### src/rtl/k16_tone_gen.sv
// Square-wave tone sequencer on the K16 I/O bus: notes {half-period, duration}
// are queued in a small FIFO and played back-to-back on the speaker pin.
module k16_tone_gen #(
    parameter int CLK_HZ     = 25000000,
    parameter int TICK_HZ    = 1000,
    parameter int PRESCALE   = 16,
    parameter int FIFO_DEPTH = 4
) (
    input  logic        clk,
    input  logic        reset,
    input  logic [1:0]  addr,
    input  logic [15:0] din,
    input  logic        write_en,
    output logic [15:0] dout,
    output logic        sound,
    output logic        busy
);

    localparam int TICK_DIV = CLK_HZ / TICK_HZ;
    localparam int TW       = (TICK_DIV > 1) ? $clog2(TICK_DIV) : 1;
    localparam int PW       = (PRESCALE > 1) ? $clog2(PRESCALE) : 1;
    localparam int AW       = $clog2(FIFO_DEPTH);
    localparam int CW       = AW + 1;

    typedef enum logic [1:0] {IDLE, LOAD, PLAY} state_t;

    logic [31:0]   fifoMem_q [FIFO_DEPTH];
    logic [AW-1:0] wrPtr_q, rdPtr_q;
    logic [CW-1:0] count_q, count_d;
    logic          overflow_q;
    logic [15:0]   periodStage_q;
    state_t        state_q;
    logic [15:0]   period_q, remaining_q, half_q;
    logic [TW-1:0] tick_q;
    logic [PW-1:0] presc_q;
    logic          sound_q;
    logic [15:0]   dout_q;

    logic        wrPeriod, wrDur, wrCtrl, flush, empty, full;
    logic        tickWrap, noteEnd, pop, pushOk, ovfSet;
    logic [31:0] head;
    logic [3:0]  count4;

    assign wrPeriod = write_en && (addr == 2'd0);
    assign wrDur    = write_en && (addr == 2'd1);
    assign wrCtrl   = write_en && (addr == 2'd2);
    assign flush    = wrCtrl && din[0];
    assign empty    = (count_q == '0);
    assign full     = (count_q == CW'(FIFO_DEPTH));
    assign head     = fifoMem_q[rdPtr_q];
    assign count4   = 4'(count_q);

    assign tickWrap = (tick_q == TW'(TICK_DIV - 1));
    assign noteEnd  = (state_q == PLAY) && tickWrap && (remaining_q == 16'd1);
    // A pop hands the head note to LOAD; flush always wins over both pop and push.
    assign pop    = !flush && !empty &&
                    ((state_q == IDLE) || ((state_q == LOAD) && (remaining_q == 16'd0)) || noteEnd);
    assign pushOk = wrDur && !flush && (!full || pop);
    assign ovfSet = wrDur && !flush && full && !pop;

    always_comb begin
        count_d = count_q;
        if (pushOk && !pop) begin
            count_d = count_q + CW'(1);
        end else if (!pushOk && pop) begin
            count_d = count_q - CW'(1);
        end
    end

    always_ff @(posedge clk) begin
        if (pushOk) begin
            fifoMem_q[wrPtr_q] <= {periodStage_q, din};
        end
    end

    always_ff @(posedge clk or posedge reset) begin
        if (reset) begin
            wrPtr_q    <= '0;
            rdPtr_q    <= '0;
            count_q    <= '0;
            overflow_q <= 1'b0;
        end else if (flush) begin
            wrPtr_q <= '0;
            rdPtr_q <= '0;
            count_q <= '0;
            if (din[1]) begin
                overflow_q <= 1'b0;
            end
        end else begin
            if (pushOk) begin
                wrPtr_q <= wrPtr_q + AW'(1);
            end
            if (pop) begin
                rdPtr_q <= rdPtr_q + AW'(1);
            end
            count_q <= count_d;
            if (ovfSet) begin
                overflow_q <= 1'b1;
            end else if (wrCtrl && din[1]) begin
                overflow_q <= 1'b0;
            end
        end
    end

    // Player: sound toggles whenever prescaler and half-period counter both wrap.
    always_ff @(posedge clk or posedge reset) begin
        if (reset) begin
            state_q     <= IDLE;
            period_q    <= '0;
            remaining_q <= '0;
            half_q      <= '0;
            tick_q      <= '0;
            presc_q     <= '0;
            sound_q     <= 1'b0;
        end else if (flush) begin
            state_q     <= IDLE;
            remaining_q <= '0;
            sound_q     <= 1'b0;
        end else begin
            case (state_q)
                IDLE: begin
                    sound_q <= 1'b0;
                    if (pop) begin
                        period_q    <= head[31:16];
                        remaining_q <= head[15:0];
                        state_q     <= LOAD;
                    end
                end
                LOAD: begin
                    sound_q <= 1'b0;
                    if (remaining_q == 16'd0) begin
                        if (pop) begin
                            period_q    <= head[31:16];
                            remaining_q <= head[15:0];
                        end else begin
                            state_q <= IDLE;
                        end
                    end else begin
                        state_q <= PLAY;
                        tick_q  <= '0;
                        presc_q <= '0;
                        half_q  <= '0;
                        sound_q <= (period_q != 16'd0);
                    end
                end
                PLAY: begin
                    if (tickWrap) begin
                        tick_q      <= '0;
                        remaining_q <= remaining_q - 16'd1;
                    end else begin
                        tick_q <= tick_q + TW'(1);
                    end
                    if (presc_q == PW'(PRESCALE - 1)) begin
                        presc_q <= '0;
                        if (half_q == period_q - 16'd1) begin
                            half_q <= '0;
                            if (period_q != 16'd0) begin
                                sound_q <= ~sound_q;
                            end
                        end else begin
                            half_q <= half_q + 16'd1;
                        end
                    end else begin
                        presc_q <= presc_q + PW'(1);
                    end
                    if (noteEnd) begin
                        sound_q <= 1'b0;
                        if (pop) begin
                            period_q    <= head[31:16];
                            remaining_q <= head[15:0];
                            state_q     <= LOAD;
                        end else begin
                            state_q <= IDLE;
                        end
                    end
                end
                default: state_q <= IDLE;
            endcase
        end
    end

    always_ff @(posedge clk or posedge reset) begin
        if (reset) begin
            periodStage_q <= '0;
            dout_q        <= '0;
        end else begin
            if (wrPeriod) begin
                periodStage_q <= din;
            end
            case (addr)
                2'd0:    dout_q <= periodStage_q;
                2'd1:    dout_q <= (state_q == IDLE) ? 16'd0 : remaining_q;
                2'd2:    dout_q <= {8'h00, count4, overflow_q, full, empty, state_q == PLAY};
                default: dout_q <= 16'h70E5;
            endcase
        end
    end

    assign dout  = dout_q;
    assign sound = sound_q;
    assign busy  = (state_q != IDLE) || !empty;

endmodule

### config.mk
export PLATFORM = sky130hd
export DESIGN_NAME = k16_tone_gen
export DESIGN_NICKNAME = d
export VERILOG_FILES = /design/src/rtl/k16_tone_gen.sv
export SDC_FILE = /design/constraint.sdc
export NUM_CORES = 1
export LEC_CHECK = 0
export CAP_MARGIN = 20
export CORE_ASPECT_RATIO = 2
export CORE_MARGIN = 10
export CORE_UTILIZATION = 55
export DETAILED_ROUTE_END_ITERATION = 8
export GPL_ROUTABILITY_DRIVEN = 0
export PLACE_DENSITY = 0.73
export SETUP_SLACK_MARGIN = 0.05
export SYNTH_ARGS = -nofsm -noshare
export SYNTH_HDL_FRONTEND = slang
export SYNTH_SLANG_ARGS = --single-unit
### constraint.sdc
create_clock -name clk -period 6 [get_ports clk]
set_input_delay 0.6 -clock clk [delete_from_list [all_inputs] [get_ports clk]]
set_output_delay 0.6 -clock clk [all_outputs]
set_load 0.005 [all_outputs]
==> key figures, run 1 <==
STA
  – Minimum clock period: about 3.7 ns
  – Final Max Tran Viols: 0
  – Final period util: between 60% and 70%
  – Slew @ Worst Pin: around 0.9 ns
  – F_max: between 0.2 and 0.3 GHz
  – Hold Violations, Final: 0
  – Clock skew: 0.0163 ns
  – WHS: around 0.48 ns
  – RSZ-0062 raised after global routing: no
  – Final setup violation count: 0
  – Slew HR: roughly 39%
  – Post-Route Setup TNS: 0 ns

Logic synthesis
  – Async S/R FF share, synth: between 40% and 50%
  – Seq/Total Area, Yosys: 58.4%
  – Synthesized cell area: 11,300 sq um
  – Area share of the largest cell type after synthesis: 34.0%
  – Synthesized instance count: between 800 and 900
  – Average size of a mapped cell: approximately 13 sq um
  – Commonest cells in the netlist: edfxtp_1, dfrtp_1, nor2_1, o21ai_1, nand2_1
  – Count leader, synth: edfxtp_1
  – Most area-hungry cell type in the Yosys netlist: edfxtp_1
  – Number of synthesized flops with an enable pin: around 130
  – FF+latch count, synth: about 240
  – Syn. warnings: 0
  – Synth unique cells: 78
  – Top FF cell, synth: edfxtp_1
  – Synth area leaders: edfxtp_1, dfrtp_1, mux4_2
  – Syn Nets: 929

Setup path
  – Worst EP required: roughly 6.1 ns
  – Critical Path Fanout Max: 32
  – Data arrival, critical path: 3.87 ns
  – Worst Setup Start Kind: flip-flop
  – Worst path depth: 6
  – Critical path, cell by cell: or4_4 -> or3_1 -> nor4_2 -> a211oi_2 -> o21ai_1 -> and3_2
  – Type of the worst setup path: flip-flop to flip-flop
  – Crit. End Element: flip-flop
  – Crit path largest cell delay: just under 0.9 ns
  – WP buf/inv: 0
  – Top delay family on crit path: simple AND/OR/NAND/NOR gates
  – Cells on worst reg2reg path: 6
  – Critical path's slowest cell: and3_2

Drt
  – Drt pass-1 iters: 5
  – Highest metal used: met4
  – Vias per cell: ~6.2
  – Wire per inst: about 21 um
  – Met1 Wirelength: 9460 um
  – DRT Wirelength: about 25,000 um
  – Drc violations: 0
  – Met2 wire len: approximately 14,000 um
  – Metal3 WL: 994 um
  – Routed Antenna Nets: 0
  – DRT iter0 DRCs: about 570
  – Vias: ~7.4k

Finish
  – Layout cells sized above 1: approximately an eighth
  – Area grow syn2layout: 11.4%
  – Storage cell area: about 6600 sq um
  – Nets@finish: 950
  – Filler cells: around 1.6k
  – # diodes: 0
  – Footprint of the multi-input gates: roughly 4400 sq um

Place
  – PortBufs: 38
  – DP Wirelength: 17,700 um

Clocking
  – Bufs on Longest Clock Path: 3
  – H-Tree Depth: 1
  – CTS-repair resized insts: 0
  – Total CTS buffers: 21
  – Clock slew at reported path FFs: 0.07 ns
  – Worst-skew pair later-pin latency: approximately 0.52 ns
  – CTS tree: yes
  – Hold-fix buffers, CTS: 0
  – Root Driver: clkbuf_16
  – CTS Sinks: 238
  – # Post-CTS Setup Buffers: 0

GRT
  – First-pass GRT wire length: between 40,000 and 50,000 um
  – Initial antenna violation count: 0
  – Largest net degree at the start of global routing: 71
  – Gr usage total: a little under a fifth
  – Grt ovf: 0
  – Number of global-route vias before repair: 7,468

Die
  – Die H: 223 um
  – Core Rows: 74
  – Die width: around 120 um
  – Core Area: 20,300 sq um
  – I/O pin cnt: 39
  – Initial Util: a little under three fifths
  – Die area: around 27,000 sq um

Min path
  – Hold path depth: 1
  – Worst min-delay path class: flip-flop to flip-flop

Power and ir drop
  – Power per cell area: ~440 nW/um^2
  – Maximum VDD drop: around 0.37 mV
  – Leak: between 4 and 5 nW

Run status
  – Outcome: completed

Job
  – Max Cap Viol: 0
## power by group
group          leakage [nW]  internal (mW)  total (mW)  switching, mW
clock                 0.359          0.830        1.44          0.605
sequential             2.57           1.98        2.24          0.260
combinational          1.66          0.797        1.87           1.07
total                  4.59           3.60        5.54           1.94
## through the flow
step / std cells / power [mW] / cell area (sq um) / utilization [%] / worst slack (ns)
2_1_floorplan: 893 / 3.65 / 11300 / - / 2.50
3_3_place_gp: 1154 / 4.08 / 11800 / 58.2 / 2.21
3_5_place_dp: 1155 / 4.12 / 11800 / 58.3 / 2.08
4_1_cts: 1193 / 5.56 / 12600 / 61.9 / 2.24
5_1_grt: 1195 / 5.86 / 12600 / 62.0 / 2.02
6_report: 1195 / 5.54 / 12600 / 62.0 / 2.26
## area by class of cell
type                            instances  share of cell area (%)
Clock inverter                         12                    1.22
Timing Repair Buffer                   47                    3.65
Clock buffer                           26                    4.64
Sequential cell                       238                    52.4
Inverter                               25                   0.766
Multi-Input combinational cell        581                    34.6
Tap cell                              266                    2.65
## path summary, 6_finish.rpt
check | start | endpoint | slack [ns]
min | tick_q[8]$_DFFE_PP0P_ | tick_q[8]$_DFFE_PP0P_ | 0.48
max reg2reg | remaining_q[11]$_DFFE_PP0P_ | fifoMem_q[1][12]$_DFFE_PP_ | 2.26
min reg2reg | tick_q[8]$_DFFE_PP0P_ | tick_q[8]$_DFFE_PP0P_ | 0.48
max in group asynchronous | reset | remaining_q[8]$_DFFE_PP0P_ | 4.26
max | remaining_q[11]$_DFFE_PP0P_ | fifoMem_q[1][12]$_DFFE_PP_ | 2.26
min in group asynchronous | reset | state_q[0]$_DFFE_PP0P_ | 0.64
## cells in the final DEF (no fill, tap or decap), drive strengths merged, types with 27 or more instances in the layout
cell type	Yosys	layout
nor2	55	55
inv	24	27
mux2	33	33
o21ai	77	77
dfrtp	110	110
nand2	53	53
a21oi	44	44
mux4	32	32
clkdlybuf4s50	0	38
edfxtp	128	128
## registers in the layout, indices dropped and copies added (netlist names)
register       cells
dout              16
period_q          16
half_q            16
state_q            2
tick_q            15
wrPtr_q            2
rdPtr_q            2
sound              1
overflow_q         1
presc_q            4
periodStage_q     16
remaining_q       16
fifoMem_q        128
count_q            3
## kinds of logic (layout without fill, tap and decap cells)
logic type	Yosys count	after routing	share of synthesized area (%)
xor gates and xnor gates	20	20	1.67
buffers and inverters	74	110	3.08
AOI/OAI and AO/OA	191	191	10.8
muxes	74	74	10.5
adders and majority gates	15	15	1.73
and+or+nand+nor	281	281	13.8
DFF	238	238	58.4
## routing by layer
metal  vias up  track usage, %
met5         -               0
met4         0            8.58
met3        55            2.54
met2       207            34.0
met1      3652            22.1
li1       3441               -
(Power assumes the default switching activity.)
==> run 2: changes to the inputs <==
Clock period 6 ns to 3.5 ns, I/O delays scaled along.
==> key figures, run 2 (synthesis gave the netlist of run 1 again) <==
Run status
  – Outcome: completed

Clocking
  – CTS tree: yes
  – Total CTS buffers: 21 (unchanged)
  – H-Tree Depth: 1 (unchanged)
  – Root Driver: clkbuf_16
  – # Post-CTS Setup Buffers: 0 (unchanged)
  – Worst-skew pair later-pin latency: 0.52 ns (about the same)
  – Bufs on Longest Clock Path: 3 (unchanged)
  – Clock slew at reported path FFs: 0.07 ns (about the same)
  – CTS Sinks: 238 (unchanged)

Setup path
  – Worst EP required: 3.90 ns (-2.23 ns)
  – Critical path's slowest cell: or4_4
  – Critical path, cell by cell: or4_4 -> or3_1 -> nor4_4 -> a211oi_2 -> nor2_4 -> nor3_1 -> fa_1 -> nor3b_1 -> mux2i_1 -> nand3_1
  – Crit path from: remaining_q[11]$_DFFE_PP0P_
  – Data arrival, critical path: 3.69 ns (-0.18 ns)
  – Cells on worst reg2reg path: 10 (+4)
  – Top delay family on crit path: simple AND/OR/NAND/NOR gates
  – Worst path depth: 10 (+4)
  – Worst R2R Start: remaining_q[11]$_DFFE_PP0P_
  – R2r setup slk: 0.20 ns (-2.05 ns)
  – WP buf/inv: 0 (unchanged)
  – Crit path largest cell delay: 0.54 ns (-0.35 ns)
  – Critical path capture point: count_q[2]$_DFFE_PP0P_
  – RR Endpoint: count_q[2]$_DFFE_PP0P_
  – Critical Path Fanout Max: 7 (-78%)
  – Worst Setup Start Kind: flip-flop
  – Type of the worst setup path: flip-flop to flip-flop
  – Crit. End Element: flip-flop

STA
  – Hold Violations, Final: 0 (unchanged)
  – Clock skew: 0.0102 ns (-0.00614 ns)
  – Final Max Tran Viols: 0 (unchanged)
  – Final setup violation count: 0 (unchanged)
  – F_max: 0.303 GHz (+14%)
  – Minimum clock period: 3.30 ns (-0.446 ns)
  – Slew HR: 51.3% (+13 points)
  – Slew @ Worst Pin: 0.730 ns (-0.191 ns)
  – Final period util: 94.2% (+32 points)
  – Post-Route Setup TNS: 0 ns (unchanged)
  – RSZ-0062 raised after global routing: no

Drt
  – Drt pass-1 iters: 7 (+2)
  – Routed Antenna Nets: 0 (unchanged)
  – Vias per cell: 6.19 (+0.65%)
  – Wire per inst: 22.0 um (+3.5%)
  – Vias: 7,564 (+2.8%)
  – DRT Wirelength: 26,900 um (+5.7%)
  – DRT iter0 DRCs: 640 (+12%)
  – Drc violations: 0 (unchanged)

Die
  – Die width: 121 um (unchanged)
  – I/O pin cnt: 39 (unchanged)
  – Core Area: 20,300 sq um (unchanged)
  – Core Rows: 74 (unchanged)
  – Die area: 27,000 sq um (unchanged)
  – Die H: 223 um (unchanged)
  – Initial Util: 55.7% (unchanged)

GRT
  – Grt ovf: 0 (unchanged)
  – Largest net degree at the start of global routing: 50 (-30%)
  – Number of global-route vias before repair: 7,671 (+2.7%)
  – Initial antenna violation count: 0 (unchanged)
  – First-pass GRT wire length: 42,800 um (+3.8%)
  – Gr usage total: 20.2% (+1.1 points)

Finish
  – # diodes: 0 (unchanged)
  – Max FFs per register: 128 (unchanged)
  – Nets@finish: 976 (+2.7%)
  – Layout cells sized above 1: 15.5% (+2.4 points)
  – Most frequent cells in the layout: edfxtp_1, dfrtp_1, nor2_1
  – Top reg by flops: fifoMem_q
  – Commonest non-fill, non-tap cell in the layout: edfxtp_1
  – Area grow syn2layout: 13.2%
  – Filler cells: 1,487 (-5.8%)

Min path
  – Worst min-delay path class: input port to asynchronous set/reset pin

Power and ir drop
  – Switching pwr: 3.37 mW (+74%)
  – Maximum VDD drop: 0.483 mV (+29%)
  – Clock share of power: 23.9% (-2.0 points)
  – Sequential Power Share: 40.9% (+0.5 points)
  – Leak: 4.70 nW (+2.4%)
  – Combinational power share: 35.3% (+1.5 points)
  – Sw frac: 35.7% (+0.66 points)
  – Internal Pwr Total: 6.08 mW (+69%)
  – Power per cell area: 739 nW/um^2 (+68%)
  – Pwr Total: 9.45 mW (+70%)

Place
  – PortBufs: 38 (unchanged)
  – DP Wirelength: 19,300 um (+9.3%)

Job
  – Max Cap Viol: 0 (unchanged)
[run 2: through the flow]
stage / hold WS (ns) / util (%) / instances / cell area [sq um] / worst slack (ns)
final: 0.228 / 63.1 / 1221 / 12800 / 0.204
after detailed placement: 0.479 / 59.7 / 1182 / 12100 / 0.203
after global placement: 0.475 / 59.7 / 1182 / 12100 / 0.258
after CTS: 0.238 / 63.0 / 1220 / 12800 / 0.161
after floorplan: 0.447 / - / 893 / 11300 / 0.126
after global routing: 0.289 / 63.1 / 1221 / 12800 / 0.0846
[run 2: power groups by stage]
stage               registers, mW  clock network (mW)  logic, mW
floorplan                    3.68                   0       2.58
global placement             3.88                   0       3.25
detailed placement           3.90                   0       3.29
CTS                          3.85                2.31       3.32
global route                 3.92                2.41       3.66
finish                       3.86                2.25       3.33
[run 2: metal layers]
layer | up-vias | global-route usage (%) | share of wire, %
met3 | 75 | 2.90 | 4.9
met5 | - | 0 | 0
met1 | 3749 | 21.4 | 35
li1 | 3495 | - | -
met4 | 0 | 12.1 | 6.2
met2 | 245 | 36.3 | 54
[run 2: area by class of cell]
class / count / area [sq um] / area share, %
multi-input cells: 581 / 4360 / 34.1
clock buffers: 23 / 543 / 4.25
inverters: 25 / 96.3 / 0.753
well taps: 266 / 333 / 2.60
flip-flops and latches: 238 / 6600 / 51.6
clock inverters: 15 / 125 / 0.979
repair buffers: 73 / 731 / 5.71
[run 2: worst min-delay path by stage]
stage	from	to	slack [ns]
after floorplan	tick_q[8]$_DFFE_PP0P_	tick_q[8]$_DFFE_PP0P_	0.45
after global placement	tick_q[8]$_DFFE_PP0P_	tick_q[8]$_DFFE_PP0P_	0.47
after detailed placement	tick_q[8]$_DFFE_PP0P_	tick_q[8]$_DFFE_PP0P_	0.48
after CTS	reset	tick_q[13]$_DFFE_PP0P_	0.24
after global routing	reset	tick_q[12]$_DFFE_PP0P_	0.29
final	reset	remaining_q[1]$_DFFE_PP0P_	0.23
[run 2: worst register-to-register path, cell delays in order, from the launching register on]
cell and delay, ns:
dfrtp_1 0.42, or4_4 0.54, or3_1 0.50, nor4_4 0.38
a211oi_2 0.19, nor2_4 0.17, nor3_1 0.09, fa_1 0.43
nor3b_1 0.17, mux2i_1 0.17, nand3_1 0.11
[run 2: repair_timing]
item                                    4_1_cts  5_1_grt
hold buffers                                  0        0
gates resized for setup                       0        1
endpoints found under the setup margin        0       30
==> run 3: changes to the inputs <==
--- a/config.mk
+++ b/config.mk
@@ -10,8 +10,10 @@
 export CORE_MARGIN = 10
 export CORE_UTILIZATION = 55
+export CTS_BUF_LIST = sky130_fd_sc_hd__clkbuf_4 sky130_fd_sc_hd__clkbuf_8
 export DETAILED_ROUTE_END_ITERATION = 8
 export GPL_ROUTABILITY_DRIVEN = 0
 export PLACE_DENSITY = 0.73
 export SETUP_SLACK_MARGIN = 0.05
+export SKIP_CTS_REPAIR_TIMING = 1
 export SYNTH_ARGS = -nofsm -noshare
 export SYNTH_HDL_FRONTEND = slang
==> constraint.sdc (replaced) <==
create_clock -name clk -period 3.5 [get_ports clk]
set_input_delay 0.525 -clock clk [delete_from_list [all_inputs] [get_ports clk]]
set_output_delay 0.525 -clock clk [all_outputs]
set_load 0.005 [all_outputs]
==> key figures, run 3 (synthesis gave the netlist of run 1 again) <==
Run status
  – Outcome: completed

Clocking
  – CTS tree: yes
  – Clock slew at reported path FFs: 0.07 ns (about the same)
  – H-Tree Depth: 2 (+1)
  – Total CTS buffers: 34 (+62%)
  – CTS Sinks: 238 (unchanged)
  – Worst-skew pair later-pin latency: 0.54 ns (+0.02 ns)
  – Bufs on Longest Clock Path: 3 (unchanged)
  – Root Driver: clkbuf_8

GRT
  – Grt ovf: 0 (unchanged)
  – Gr usage total: 20.3% (+0.076 points)
  – Largest net degree at the start of global routing: 70 (+40%)
  – First-pass GRT wire length: 43,200 um (+1.1%)
  – Number of global-route vias before repair: 7,910 (+3.1%)
  – Initial antenna violation count: 0 (unchanged)

Finish
  – Most frequent cells in the layout: edfxtp_1, dfrtp_1, nor2_1
  – Top reg by flops: fifoMem_q
  – Commonest non-fill, non-tap cell in the layout: edfxtp_1
  – # diodes: 0 (unchanged)
  – Area grow syn2layout: 13.7%
  – Layout cells sized above 1: 17.6% (+2.1 points)
  – Max FFs per register: 128 (unchanged)
  – Nets@finish: 991 (+1.5%)

Die
  – Die width: 121 um (unchanged)
  – Core Rows: 74 (unchanged)
  – I/O pin cnt: 39 (unchanged)
  – Core Area: 20,300 sq um (unchanged)
  – Initial Util: 55.7% (unchanged)
  – Die H: 223 um (unchanged)
  – Die area: 27,000 sq um (unchanged)

STA
  – F_max: 0.310 GHz (+2.3%)
  – Post-Route Setup TNS: 0 ns (unchanged)
  – Final Max Tran Viols: 0 (unchanged)
  – Minimum clock period: 3.22 ns (-0.0733 ns)
  – Final setup violation count: 0 (unchanged)
  – Slew @ Worst Pin: 0.853 ns (+0.122 ns)
  – Slew HR: 42.7% (-8.6 points)
  – Final period util: 92.1% (-2.1 points)
  – RSZ-0062 raised after global routing: no
  – Hold Violations, Final: 0 (unchanged)
  – Clock skew: 0.0212 ns (+0.0110 ns)

Drt
  – DRT iter0 DRCs: 583 (-8.9%)
  – Routed Antenna Nets: 0 (unchanged)
  – Vias per cell: 6.11 (-1.3%)
  – Vias: 7,610 (+0.61%)
  – Drc violations: 0 (unchanged)
  – Wire per inst: 21.5 um (-2.2%)
  – DRT Wirelength: 26,800 um (-0.26%)
  – Drt pass-1 iters: 5 (-2)

Power and ir drop
  – Power per cell area: 750 nW/um^2 (+1.5%)
  – Maximum VDD drop: 0.517 mV (+7.0%)
  – Leak: 4.76 nW (+1.2%)
  – Pwr Total: 9.63 mW (+1.9%)

Setup path
  – Worst Setup Start Kind: flip-flop
  – Worst EP required: 3.90 ns (about the same)
  – Cells on worst reg2reg path: 8 (-2)
  – Data arrival, critical path: 3.63 ns (-0.06 ns)
  – Type of the worst setup path: flip-flop to flip-flop
  – Critical Path Fanout Max: 17 (+10)
  – Crit. End Element: flip-flop

Place
  – PortBufs: 38 (unchanged)
  – DP Wirelength: 19,100 um (-1.2%)

Min path
  – Worst min-delay path class: input port to asynchronous set/reset pin

Job
  – Max Cap Viol: 0 (unchanged)
==> run 3: cell types whose count changed in the layout (fill, tap and decap cells not counted), sizes merged <==
cell	change
buf	+2
bufinv	+2
clkbuf	+26
clkinv	-2
inv	-4
==> run 3: path summary, 6_finish.rpt <==
kind / slack (ns) / from / endpoint
min: 0.41 / reset / half_q[13]$_DFFE_PP0P_
min in group clk: 0.51 / tick_q[8]$_DFFE_PP0P_ / tick_q[8]$_DFFE_PP0P_
max: 0.28 / period_q[6]$_DFFE_PP0P_ / half_q[9]$_DFFE_PP0P_
max reg2reg: 0.28 / period_q[6]$_DFFE_PP0P_ / half_q[9]$_DFFE_PP0P_
min reg2reg: 0.51 / tick_q[8]$_DFFE_PP0P_ / tick_q[8]$_DFFE_PP0P_
max in group asynchronous: 2.30 / reset / periodStage_q[5]$_DFFE_PP0P_
==> run 3: cell type report <==
cell class,count,area (sq um)
Clock buffer,49,612
Clock inverter,11,134
Fill cell,1540,7440
Inverter,25,96.3
Multi-Input combinational cell,581,4370
Sequential cell,238,6600
Tap cell,266,333
Timing Repair Buffer,75,696
==> run 3: per-layer routing <==
layer	track usage, %	part of all wire, %	vias to the layer above
met5	0	0	-
met4	8.93	3.9	0
met3	3.23	4.1	61
met2	37.3	55	223
met1	21.8	37	3809
li1	-	-	3517
==> run 3: report_power, final <==
part / leakage (nW) / internal [mW] / switching (mW)
Combinational: 1.81 / 1.48 / 1.86
Sequential: 2.57 / 3.39 / 0.507
Clock: 0.382 / 1.35 / 1.04
==> run 3: stage by stage <==
| step | utilization (%) | instance area [sq um] | hold WS (ns) | setup WS (ns) | cells |
|---|---|---|---|---|---|
| 2_1_floorplan | - | 11300 | 0.447 | 0.0727 | 893 |
| 4_1_cts | 63.2 | 12800 | 0.412 | 0.153 | 1244 |
| 3_3_place_gp | 59.5 | 12100 | 0.473 | 0.207 | 1184 |
| 3_5_place_dp | 59.5 | 12100 | 0.501 | 0.156 | 1184 |
| 5_1_grt | 63.3 | 12800 | 0.455 | 0.0351 | 1245 |
| 6_report | 63.3 | 12800 | 0.412 | 0.277 | 1245 |
==> run 3: critical path, cell delays in order, from the launching register on <==
cell	delay (ns)
dfrtp_1	0.46
or4_1	0.71
nor4_1	0.31
a31oi_1	0.11
nor4_1	0.60
a41oi_4	0.42
buf_4	0.26
a21oi_1	0.12
o22ai_1	0.11
